===== src/rtl/gf_vec_add_stage_pkg.sv =====
// Shared definitions for the GF(256) vector-add stage: address-width macro,
// word-width derivation and FSM state encoding.
`ifndef CLOG2
`define CLOG2(x) $clog2(x)
`endif

package gf_vec_add_stage_pkg;

    localparam int GF_BITS = 8;

    typedef enum logic [1:0] {
        S_IDLE  = 2'd0,
        S_READ  = 2'd1,
        S_DRAIN = 2'd2,
        S_DONE  = 2'd3
    } state_e;

    function automatic int proc_size(input int n_gf);
        return n_gf * GF_BITS;
    endfunction

endpackage


===== src/rtl/gf_vec_add_stage_rd_lat_delay.sv =====
// Fixed-depth shift register that tracks {valid, addr} of outstanding reads
// so the write stage knows which word the memories are returning.
module rd_lat_delay #(
    parameter int DEPTH = 1,
    parameter int W     = 2
) (
    input  logic         i_clk,
    input  logic         i_rst_n,
    input  logic [W-1:0] i_d,
    output logic [W-1:0] o_tail,
    output logic         o_empty
);

    logic [W-1:0] stage_q [DEPTH];

    // shift register; the MSB of each stage is the valid bit
    always_ff @(posedge i_clk or negedge i_rst_n) begin
        if (!i_rst_n) begin
            for (int i = 0; i < DEPTH; i++) begin
                stage_q[i] <= '0;
            end
        end else begin
            stage_q[0] <= i_d;
            for (int i = 1; i < DEPTH; i++) begin
                stage_q[i] <= stage_q[i-1];
            end
        end
    end

    // empty when no stage holds a pending read
    always_comb begin
        o_empty = 1'b1;
        for (int i = 0; i < DEPTH; i++) begin
            o_empty = o_empty & ~stage_q[i][W-1];
        end
    end

    assign o_tail = stage_q[DEPTH-1];

endmodule


===== src/rtl/gf_vec_add_stage.sv =====
// y = H*s_A + s_B: streams the multiplier result and s_B word by word,
// XORs them and writes y, one word per cycle.
module gf_vec_add_stage
    import gf_vec_add_stage_pkg::*;
#(
    parameter  int VEC_SIZE_BYTES = 8,
    parameter  int N_GF           = 2,
    parameter  int RD_LAT         = 1,
    localparam int PROC_SIZE      = proc_size(N_GF),
    localparam int WORDS          = VEC_SIZE_BYTES / N_GF,
    localparam int ADDR_W         = `CLOG2(WORDS)
) (
    input  logic                 i_clk,
    input  logic                 i_rst_n,
    input  logic                 i_start,
    output logic                 o_busy,
    output logic                 o_done,
    output logic [ADDR_W-1:0]    o_res_addr,
    input  logic [PROC_SIZE-1:0] i_res,
    output logic [ADDR_W-1:0]    o_sb_addr,
    input  logic [PROC_SIZE-1:0] i_sb,
    output logic [ADDR_W-1:0]    o_y_addr,
    output logic [PROC_SIZE-1:0] o_y,
    output logic                 o_y_wen
);

    localparam logic [ADDR_W-1:0] LAST_ADDR = ADDR_W'(WORDS - 1);

    state_e              state_q, state_d;
    logic [ADDR_W-1:0]   addr_q, addr_d;
    logic                busy_q, busy_d;
    logic                done_q, done_d;
    logic                y_wen_q, y_wen_d;
    logic [ADDR_W-1:0]   y_addr_q, y_addr_d;
    logic [PROC_SIZE-1:0] y_q, y_d;

    logic [ADDR_W:0]     dl_in;
    logic [ADDR_W:0]     dl_tail;
    logic                dl_empty;

    assign dl_in = {(state_q == S_READ), addr_q};

    rd_lat_delay #(
        .DEPTH (RD_LAT),
        .W     (ADDR_W + 1)
    ) u_rd_lat_delay (
        .i_clk   (i_clk),
        .i_rst_n (i_rst_n),
        .i_d     (dl_in),
        .o_tail  (dl_tail),
        .o_empty (dl_empty)
    );

    // control FSM and read-address counter
    always_comb begin
        state_d = state_q;
        addr_d  = addr_q;
        busy_d  = busy_q;
        done_d  = 1'b0;
        case (state_q)
            S_IDLE: begin
                addr_d = '0;
                if (i_start) begin
                    state_d = S_READ;
                    busy_d  = 1'b1;
                end else begin
                    state_d = S_IDLE;
                end
            end
            S_READ: begin
                if (addr_q == LAST_ADDR) begin
                    addr_d  = '0;
                    state_d = S_DRAIN;
                end else begin
                    addr_d  = addr_q + ADDR_W'(1);
                end
            end
            S_DRAIN: begin
                if (dl_empty) begin
                    state_d = S_DONE;
                end else begin
                    state_d = S_DRAIN;
                end
            end
            S_DONE: begin
                done_d  = 1'b1;
                busy_d  = 1'b0;
                state_d = S_IDLE;
            end
            default: begin
                state_d = S_IDLE;
                addr_d  = '0;
                busy_d  = 1'b0;
            end
        endcase
    end

    // write stage: GF(256) addition is a plain XOR; y holds between writes
    always_comb begin
        y_wen_d  = 1'b0;
        y_addr_d = y_addr_q;
        y_d      = y_q;
        if (dl_tail[ADDR_W]) begin
            y_wen_d  = 1'b1;
            y_addr_d = dl_tail[ADDR_W-1:0];
            y_d      = i_res ^ i_sb;
        end else begin
            y_wen_d  = 1'b0;
        end
    end

    // state and output registers
    always_ff @(posedge i_clk or negedge i_rst_n) begin
        if (!i_rst_n) begin
            state_q  <= S_IDLE;
            addr_q   <= '0;
            busy_q   <= 1'b0;
            done_q   <= 1'b0;
            y_wen_q  <= 1'b0;
            y_addr_q <= '0;
            y_q      <= '0;
        end else begin
            state_q  <= state_d;
            addr_q   <= addr_d;
            busy_q   <= busy_d;
            done_q   <= done_d;
            y_wen_q  <= y_wen_d;
            y_addr_q <= y_addr_d;
            y_q      <= y_d;
        end
    end

    assign o_busy     = busy_q;
    assign o_done     = done_q;
    assign o_res_addr = addr_q;
    assign o_sb_addr  = addr_q;
    assign o_y_addr   = y_addr_q;
    assign o_y        = y_q;
    assign o_y_wen    = y_wen_q;

endmodule


===== config.mk =====
export PLATFORM = sky130hd
export DESIGN_NAME = gf_vec_add_stage
export DESIGN_NICKNAME = d
export VERILOG_FILES = /design/src/rtl/gf_vec_add_stage_pkg.sv /design/src/rtl/gf_vec_add_stage_rd_lat_delay.sv /design/src/rtl/gf_vec_add_stage.sv
export SDC_FILE = /design/constraint.sdc
export NUM_CORES = 1
export LEC_CHECK = 0
export BUFFER_PORTS_ARGS = -buffer_cell sky130_fd_sc_hd__buf_2
export CAP_MARGIN = 25
export CELL_PAD_IN_SITES_DETAIL_PLACEMENT = 0
export CELL_PAD_IN_SITES_GLOBAL_PLACEMENT = 2
export CORE_MARGIN = 4
export CORE_UTILIZATION = 25
export CTS_CLUSTER_SIZE = 10
export DETAILED_ROUTE_END_ITERATION = 10
export GPL_TIMING_DRIVEN = 0
export MAX_ROUTING_LAYER = met4
export PLACE_DENSITY_LB_ADDON = 0.1
export SKIP_CTS_REPAIR_TIMING = 1
export SLEW_MARGIN = 20
export SYNTH_ARGS = -nofsm -noshare
export SYNTH_HDL_FRONTEND = slang
export SYNTH_HIERARCHICAL = 1
export SYNTH_SLANG_ARGS = --single-unit

===== constraint.sdc =====
create_clock -name i_clk -period 2.25 [get_ports i_clk]
set_clock_uncertainty 0.05 [all_clocks]
set_input_delay 0.225 -clock i_clk [delete_from_list [all_inputs] [get_ports i_clk]]
set_output_delay 0.225 -clock i_clk [all_outputs]
set_load 0.03 [all_outputs]

Yosys cells after proc, flatten, opt, wreduce, memory -nomap -nowiden
Cells that the tools add are included.
Operators by class
  $add $sub $neg: 1
  equality and inequality tests: 6
  mux-type cells: 10
  bitwise logic cells: 1
  reduce and logical (&&, ||, !) cells: 4
Operators with widths (number)
  XOR 16 bit: 1
  case mux 2 bit (4 select lines): 1
  == test 2 bit (second input constant): 3
  two-way mux 1 bit: 5
  two-way mux 2 bit: 2
  inequality test 2 bit (second input constant): 2
  case mux 2 bit (2 select lines): 1
  nonzero test 2 bit: 2
  adder 2 x 1 -> 2 bit (second input constant): 1
  == test 2 x 1 -> 1 bit (second input constant): 1
  logical NOT 2 bit: 1
  case mux 1 bit (2 select lines): 1
  AND reduction 2 bit: 1
Storage, ports and cells
  register bits: 28
  logic and storage cells: 30

Depth between registers and ports, before layout
Gate-level depths: netlist (run 1).
  depth after elaboration: 3
  depth in mapped cells: 5
  mapped depth without buffers: 5

Hierarchy
The synthesis (run 1) kept the hierarchy.
By module, submodules not included
  gf_vec_add_stage: instances 1, cells an instance 105, area an instance 1280.0 sq um, seq. area each 625.6 sq um
  rd_lat_delay: instances 1, cells an instance 4, area an instance 78.8 sq um, seq. area each 75.1 sq um

Worst setup path after synthesis (run 1)
Ideal clock, no wire load.
  path type: reg2reg
  start: reg state_q[0]
  end: reg addr_q[0], in the netlist o_res_addr[0]
  library setup time: 118 ps
  data arrival time: 1044 ps
  setup slack: 1038 ps
  stages on the path, launching flop included: 6
  period minus slack after synthesis: 1212 ps
  cell sequence: dfrtp_1 inv_1 ha_1 nor2_1 nor3_1 a21o_1
Between the ends
  word-level cells in the longest chain between the ends: 2
Ends and longest elaborated chain
  from (decl): line gf_vec_add_stage.sv:29  | state_e state_q, state_d;
  from (signal assigned): line gf_vec_add_stage.sv:123  | state_q <= state_d;
  == test 2 x 1 -> 1 bit or logical NOT 2 bit (tied branches): line gf_vec_add_stage.sv:60  | case (state_q)
  case mux 2 bit (2 select lines) or nonzero test 2 bit (tied branches)
  to (signal assigned): line gf_vec_add_stage.sv:124  | addr_q <= addr_d;
  to (decl): line gf_vec_add_stage.sv:30  | logic [ADDR_W-1:0] addr_q, addr_d;
Parallel ways exist; a longest one is shown, timed or not.
A chain may end at the register's enable or synchronous reset.

Final worst setup path (run 1)
Same ends and word-level chain as after synthesis.

==> metrics, run 1 <==
status=finished, final reports clean; met3 Track Usage GR=2.74%; total core area=5170 um^2; Syn Nets=150; Post-Synthesis Cells=109; Max Cap Viol=0; Slowest-stage cell, CP=dfrtp_1; CP peak stage delay=0.42 ns; H-tree Lvls=1; post-synthesis xor/xnor area fraction=10.3%; critical-path cell list=inv_1 > ha_1 > nor2_1 > nor3_1 > a21o_1; DRT antenna net count=0; critical path class=register to register; CP Launch Type=register; Hold Vio Cnt, Final=0; dpl cell area=about 1700 um^2; Leak Pwr=0.864 nW; worst r2r src=state_q[0]; family with the most delay on the worst path=flip-flops; hpwl dp=2110 um; GP Congestion=0.699; P&R area growth vs syn=34.2%; Post-Synth Simple-Gate Area=10.3%; Clock Path Buffers=2; Nets=215; Total Routed Length=around 2800 um; later-pin clock latency in the skew report=approximately 0.27 ns; Vias=955; post-synthesis cell type count=23; Worst EP arrival=around 1.5 ns; DRC=0; worst slew pin tran=about 0.65 ns; Avg Inst Size Synth=12.5 um^2; pin count of the biggest net entering global routing=29; Seq cells post-synth=28; fin crit share=59.2%; hold_sp=i_start; post-route setup TNS=0 ns; worst hold path type=input pin to register; DR WL/cell=11.6 um; M1 GR Usage=10.5%; share of layout cells above drive strength 1=between 50% and 60%; Ys Warns=6; DR pass1 iterations=4; final instance area=1820 um^2; IO Pins=60; RSZ-0062 raised after global routing=false; PortBufs=59; Initial Util=a little over a quarter; complex-gate fraction of the synthesized area=between 10% and 20%; initial antenna violation count=0; GRT Util Overall=8.67%; Vias/cell=3.93; Peak VDD IR=0.000472 V; die area=6680 um^2; Root Driver=clkbuf_8; met2 Use GR=14.3%; main combinational cell family by area after synthesis=compound AO/OA/AOI/OAI gates; vias in the first global route=930; mux share of post-synthesis cell area=2.21%; CTS Buf Count=3; WP buf/inv=1; slew margin rel.=56.7%; Overflow after GRT=0; Slew Limit Fails=0; area of the mapped netlist=roughly 1400 um^2; CTS tree=built; worst-path fanout max=5; crit end category=register; Fillers=about 530; CP startpoint=state_q[0]; chip width=about 82 um; PwrDens=1510 nW/um^2; sequential area share after synthesis=roughly 52%; first-pass GRT wire length=4330 um; WP data required=around 2.4 ns; Final Critical Period=1.33 ns; # setup viols final=0; Worst-path clk slew=0.10 ns; first-iteration detailed-routing DRC count=22; global route hottest layer=met2; standard-cell row count=26; total clock sinks=28; n_diodes=0; Die Ht=81.7 um; post-synthesis adder-cell area fraction=5.52%; highest clock rate=750 MHz
## cell usage after synthesis, drive strengths merged
master | n | area share, %
dfrtp | 28 | 52
nor2 | 18 | 7.6
a21oi | 17 | 10
xnor2 | 16 | 10
buf | 7 | 5.6
ha | 6 | 5.5
inv | 3 | 0.83
nand2 | 3 | 0.83
mux2 | 2 | 2.2
a21o | 1 | 0.55
a22o | 1 | 0.64
a31oi | 1 | 0.46
clkbuf | 1 | 1.0
nand2b | 1 | 1.0
nand3b | 1 | 0.55
nor3 | 1 | 0.37
o21ai | 1 | 0.37
o22ai | 1 | 0.46
## placed cells by master, fill, tap and decap left out
| master | instances |
|---|---|
| dfrtp_1 | 28 |
| ha_1 | 6 |
| a21oi_1 | 3 |
| nand2b_4 | 1 |
| nor2_2 | 14 |
| nand3b_1 | 1 |
| nor2_1 | 4 |
| mux2_4 | 2 |
| o21ai_0 | 1 |
| bufinv_16 | 1 |
| a21oi_2 | 14 |
| a22o_1 | 1 |
| buf_12 | 1 |
| a21o_1 | 1 |
| inv_1 | 3 |
| nand2_1 | 3 |
| o22ai_1 | 1 |
| dlygate4sd3_1 | 1 |
| buf_4 | 4 |
| xnor2_1 | 16 |
| nor3_1 | 1 |
| buf_6 | 1 |
| buf_2 | 59 |
| buf_8 | 1 |
| a31oi_1 | 1 |
| clkbuf_8 | 4 |
## final timing paths
check,slack (ns),to,cells past startpoint
max in group asynchronous,1.27,o_y[12],2
min in group asynchronous,0.46,o_y_addr[0],2
setup / recovery,0.92,o_res_addr[0],5
hold reg to reg,0.38,o_y_wen,0
hold / removal,0.13,o_busy,2
setup reg to reg,0.92,o_res_addr[0],5
## cell type report
class                   count  area, um^2  share of cell area (%)
well taps                  70        87.6                    4.80
plain buffers               8        90.1                    4.94
flip-flops and latches     28         701                    38.4
repair buffers             60         305                    16.7
clock buffers               3        41.3                    2.26
inverters                   3        11.3                   0.618
clock inverters             1        30.0                    1.65
multi-input cells          70         557                    30.5
## metal layers
metal,part of all wire [%],vias up
met3,7.8,2
li1,-,479
met2,47,39
met1,45,435
met4,0.60,0
met5,0,-
## sequential cells by signal, indices dropped and copies added (netlist names)
register               flops
state_q                    2
o_y_wen                    1
o_res_addr                 2
o_y                       16
o_busy                     1
o_done                     1
u_rd_lat_delay/o_tail      3
o_y_addr                   2
## worst reg2reg max path, cell delays in order (launching register included)
cell	delay, ns
dfrtp_1	0.42
inv_1	0.08
ha_1	0.26
nor2_1	0.20
nor3_1	0.07
a21o_1	0.15
## report_power, final
part / leakage [nW] / switching, W / total (W) / internal, W
Clock: 0.0357 / 0.000161 / 0.000399 / 0.000238
Combinational: 0.498 / 0.000904 / 0.00146 / 0.000552
Sequential: 0.330 / 0.000153 / 0.000890 / 0.000737
## kinds of logic after synthesis
kind of cell,after synthesis
muxes,2
xor gates and xnor gates,16
AOI/OAI and AO/OA,22
adders and majority gates,6
DFF,28
buffers and inverters,11
and+or+nand+nor,24
## through the flow
stage	hold slack [ns]	power [W]	std cells	util, %	setup slack (ns)
after floorplan	-0.121	0.00199	109	-	1.04
after global placement	0.247	0.00235	238	33.7	0.954
after detailed placement	0.254	0.00239	238	33.7	0.902
after CTS	-0.0600	0.00280	242	35.1	0.905
after global routing	0.129	0.00293	243	35.2	0.842
final	0.127	0.00274	243	35.2	0.918
(Power assumes the default switching activity.)
==> inputs of run 2 (changes only) <==
- ABC_AREA: not set -> 1
- CORE_UTILIZATION: 25 -> 23
- clock period: 2.25 -> 1.2 ns (I/O delays scaled with it)
==> metrics, run 2 <==
Clock Path Buffers=2; PwrDens=2540 nW/um^2; Synth top cells by count=nand2_1, inv_1, dfrtp_1; Ys Warns=6; post-synthesis cell type count=13; fin crit share=between 90 and 100%; first-pass GRT wire length=5270 um; number of flops mapped to enable cells by yosys=0; Root Driver=clkbuf_8; critical path class=register to primary output; Seq cells post-synth=28; sequential area share after synthesis=46.8%; DRT antenna net count=0; Fillers=697; Worst-path clk slew=approximately 0.11 ns; area of the mapped netlist=1500 um^2; GP Congestion=roughly 0.64; chip width=88.7 um; pin count of the biggest net entering global routing=29; largest cells by area after synthesis=dfrtp_1, nand2_1, inv_1, a21oi_2, ha_1; share of layout cells above drive strength 1=between 40% and 50%; commonest non-fill, non-tap cell in the layout=nand2_1; GRT Util Overall=8.80%; Peak VDD IR=around 0.001 V; n_diodes=0; ys async rst share=100%; H-tree Lvls=1; Vias=1275; die area=7860 um^2; largest area contributor in the netlist=dfrtp_1; total core area=6350 um^2; commonest non-fill, non-tap cells in the layout=nand2_1, buf_2, inv_1; first-iteration detailed-routing DRC count=17; Leak Pwr=1.18 nW; total clock sinks=28; initial antenna violation count=0; Initial Util=23.6%; Vias/cell=3.83; Worst EP arrival=1.00 ns; Max Cap Viol=0; CTS Buf Count=3; # setup viols final=0; worst slew pin tran=approximately 0.68 ns; Hold Path Depth=4; WP data required=slightly above 1 ns; Placed Cells=325; worst-path fanout max=5; Die Ht=88.7 um; Hold Vio Cnt, Final=0; CTS tree=built; worst reg-to-reg path cell count=6; PortBufs=around 60; highest clock rate=~850 MHz; later-pin clock latency in the skew report=0.28 ns; number of flip-flops in the largest register=16; Nets=298; DR pass1 iterations=4; hpwl dp=approximately 2500 um; count leader, synth=nand2_1; slew margin rel.=54.8%; P&R area growth vs syn=37.3%; status=finished, final reports clean; Final Critical Period=1.17 ns; Post-Synthesis Cells=~190; vias in the first global route=1179; crit end category=primary output; ys flop type=dfrtp_1; DR WL/cell=9.80 um; DRC=0; IO Pins=60; hold slack=0.0504 ns; RSZ-0062 raised after global routing=true; Overflow after GRT=0; Syn Nets=230; Total Routed Length=3260 um; CP Launch Type=register; top-area cell type share of the netlist area=approximately 47%; final std cells w/o fill=roughly 330; Avg Inst Size Synth=7.92 um^2; Setup Slack @ Placement=-0.0933 ns; standard-cell row count=29; worst hold path type=input pin to register; Slew Limit Fails=0; post-route setup slack=0.0251 ns
run 2: cell types whose count changed in the layout (fill, tap and decap cells not counted), sizes merged, moves of 2 or more:
cell and change:
nand2 +60, inv +39, xnor2 -16, buf +4, nor2 +4, o21ai +3
mux2 -2
run 2: layout make-up:
class                      instances  area, um^2  area share (%)
multi-input combinational        111         584            28.4
buffer                             8        87.6            4.26
inverter                          42         158            7.67
clock inverter                     1        30.0            1.46
tap                               77        96.3            4.69
timing repair buffer              63         353            17.2
sequential                        28         704            34.3
clock buffer                       3        41.3            2.01
run 2: per-stage QoR:
stage               instance area, um^2  utilization (%)  setup TNS [ns]  power, W
floorplan                          1500                -               0   0.00354
global placement                   1890             29.7          -0.129   0.00428
detailed placement                 1890             29.7          -0.122   0.00428
CTS                                1960             30.9          -0.358   0.00508
global route                       2050             32.4         -0.0449   0.00569
finish                             2050             32.4               0   0.00523
run 2: critical path, cell delays in order (launching register included):
cell     delay, ns
dfrtp_2       0.46
buf_4         0.14
buf_6         0.13
run 2: cell families after synthesis:
kind of cell / count (synthesis) / synth area share, %
AOI/OAI and AO/OA: 20 / 9.20
adders and majority gates: 6 / 5.02
buffers and inverters: 50 / 16.1
DFF: 28 / 46.8
and+or+nand+nor: 85 / 22.8
run 2: path summary, 6_finish.rpt:
kind / from / to / slack (ns)
max in group asynchronous: i_rst_n / o_res_addr[0] / 0.28
min reg2reg: u_rd_lat_delay/o_tail[2] / o_y_wen / 0.39
min in group asynchronous: i_rst_n / o_y[9] / 0.35
min: i_start / o_busy / 0.05
max: o_res_addr[1] / o_res_addr[1] / 0.03
max reg2reg: state_q[1] / o_res_addr[0] / 0.10
run 2: routing by layer:
metal | GRT usage (%) | up-vias | wire length (um) | share of wire [%]
li1 | - | 679 | - | -
met1 | 11.0 | 557 | 1510 | 46
met2 | 14.4 | 37 | 1490 | 46
met3 | 2.70 | 2 | 244 | 7.5
met4 | 1.24 | 0 | 17 | 0.52
met5 | - | - | 0 | 0
run 2: power breakdown:
part | internal (W) | total, W | switching [W]
clock network | 0.000447 | 0.000769 | 0.000322
logic | 0.00108 | 0.00282 | 0.00174
registers | 0.00137 | 0.00164 | 0.000265
total | 0.00290 | 0.00523 | 0.00233
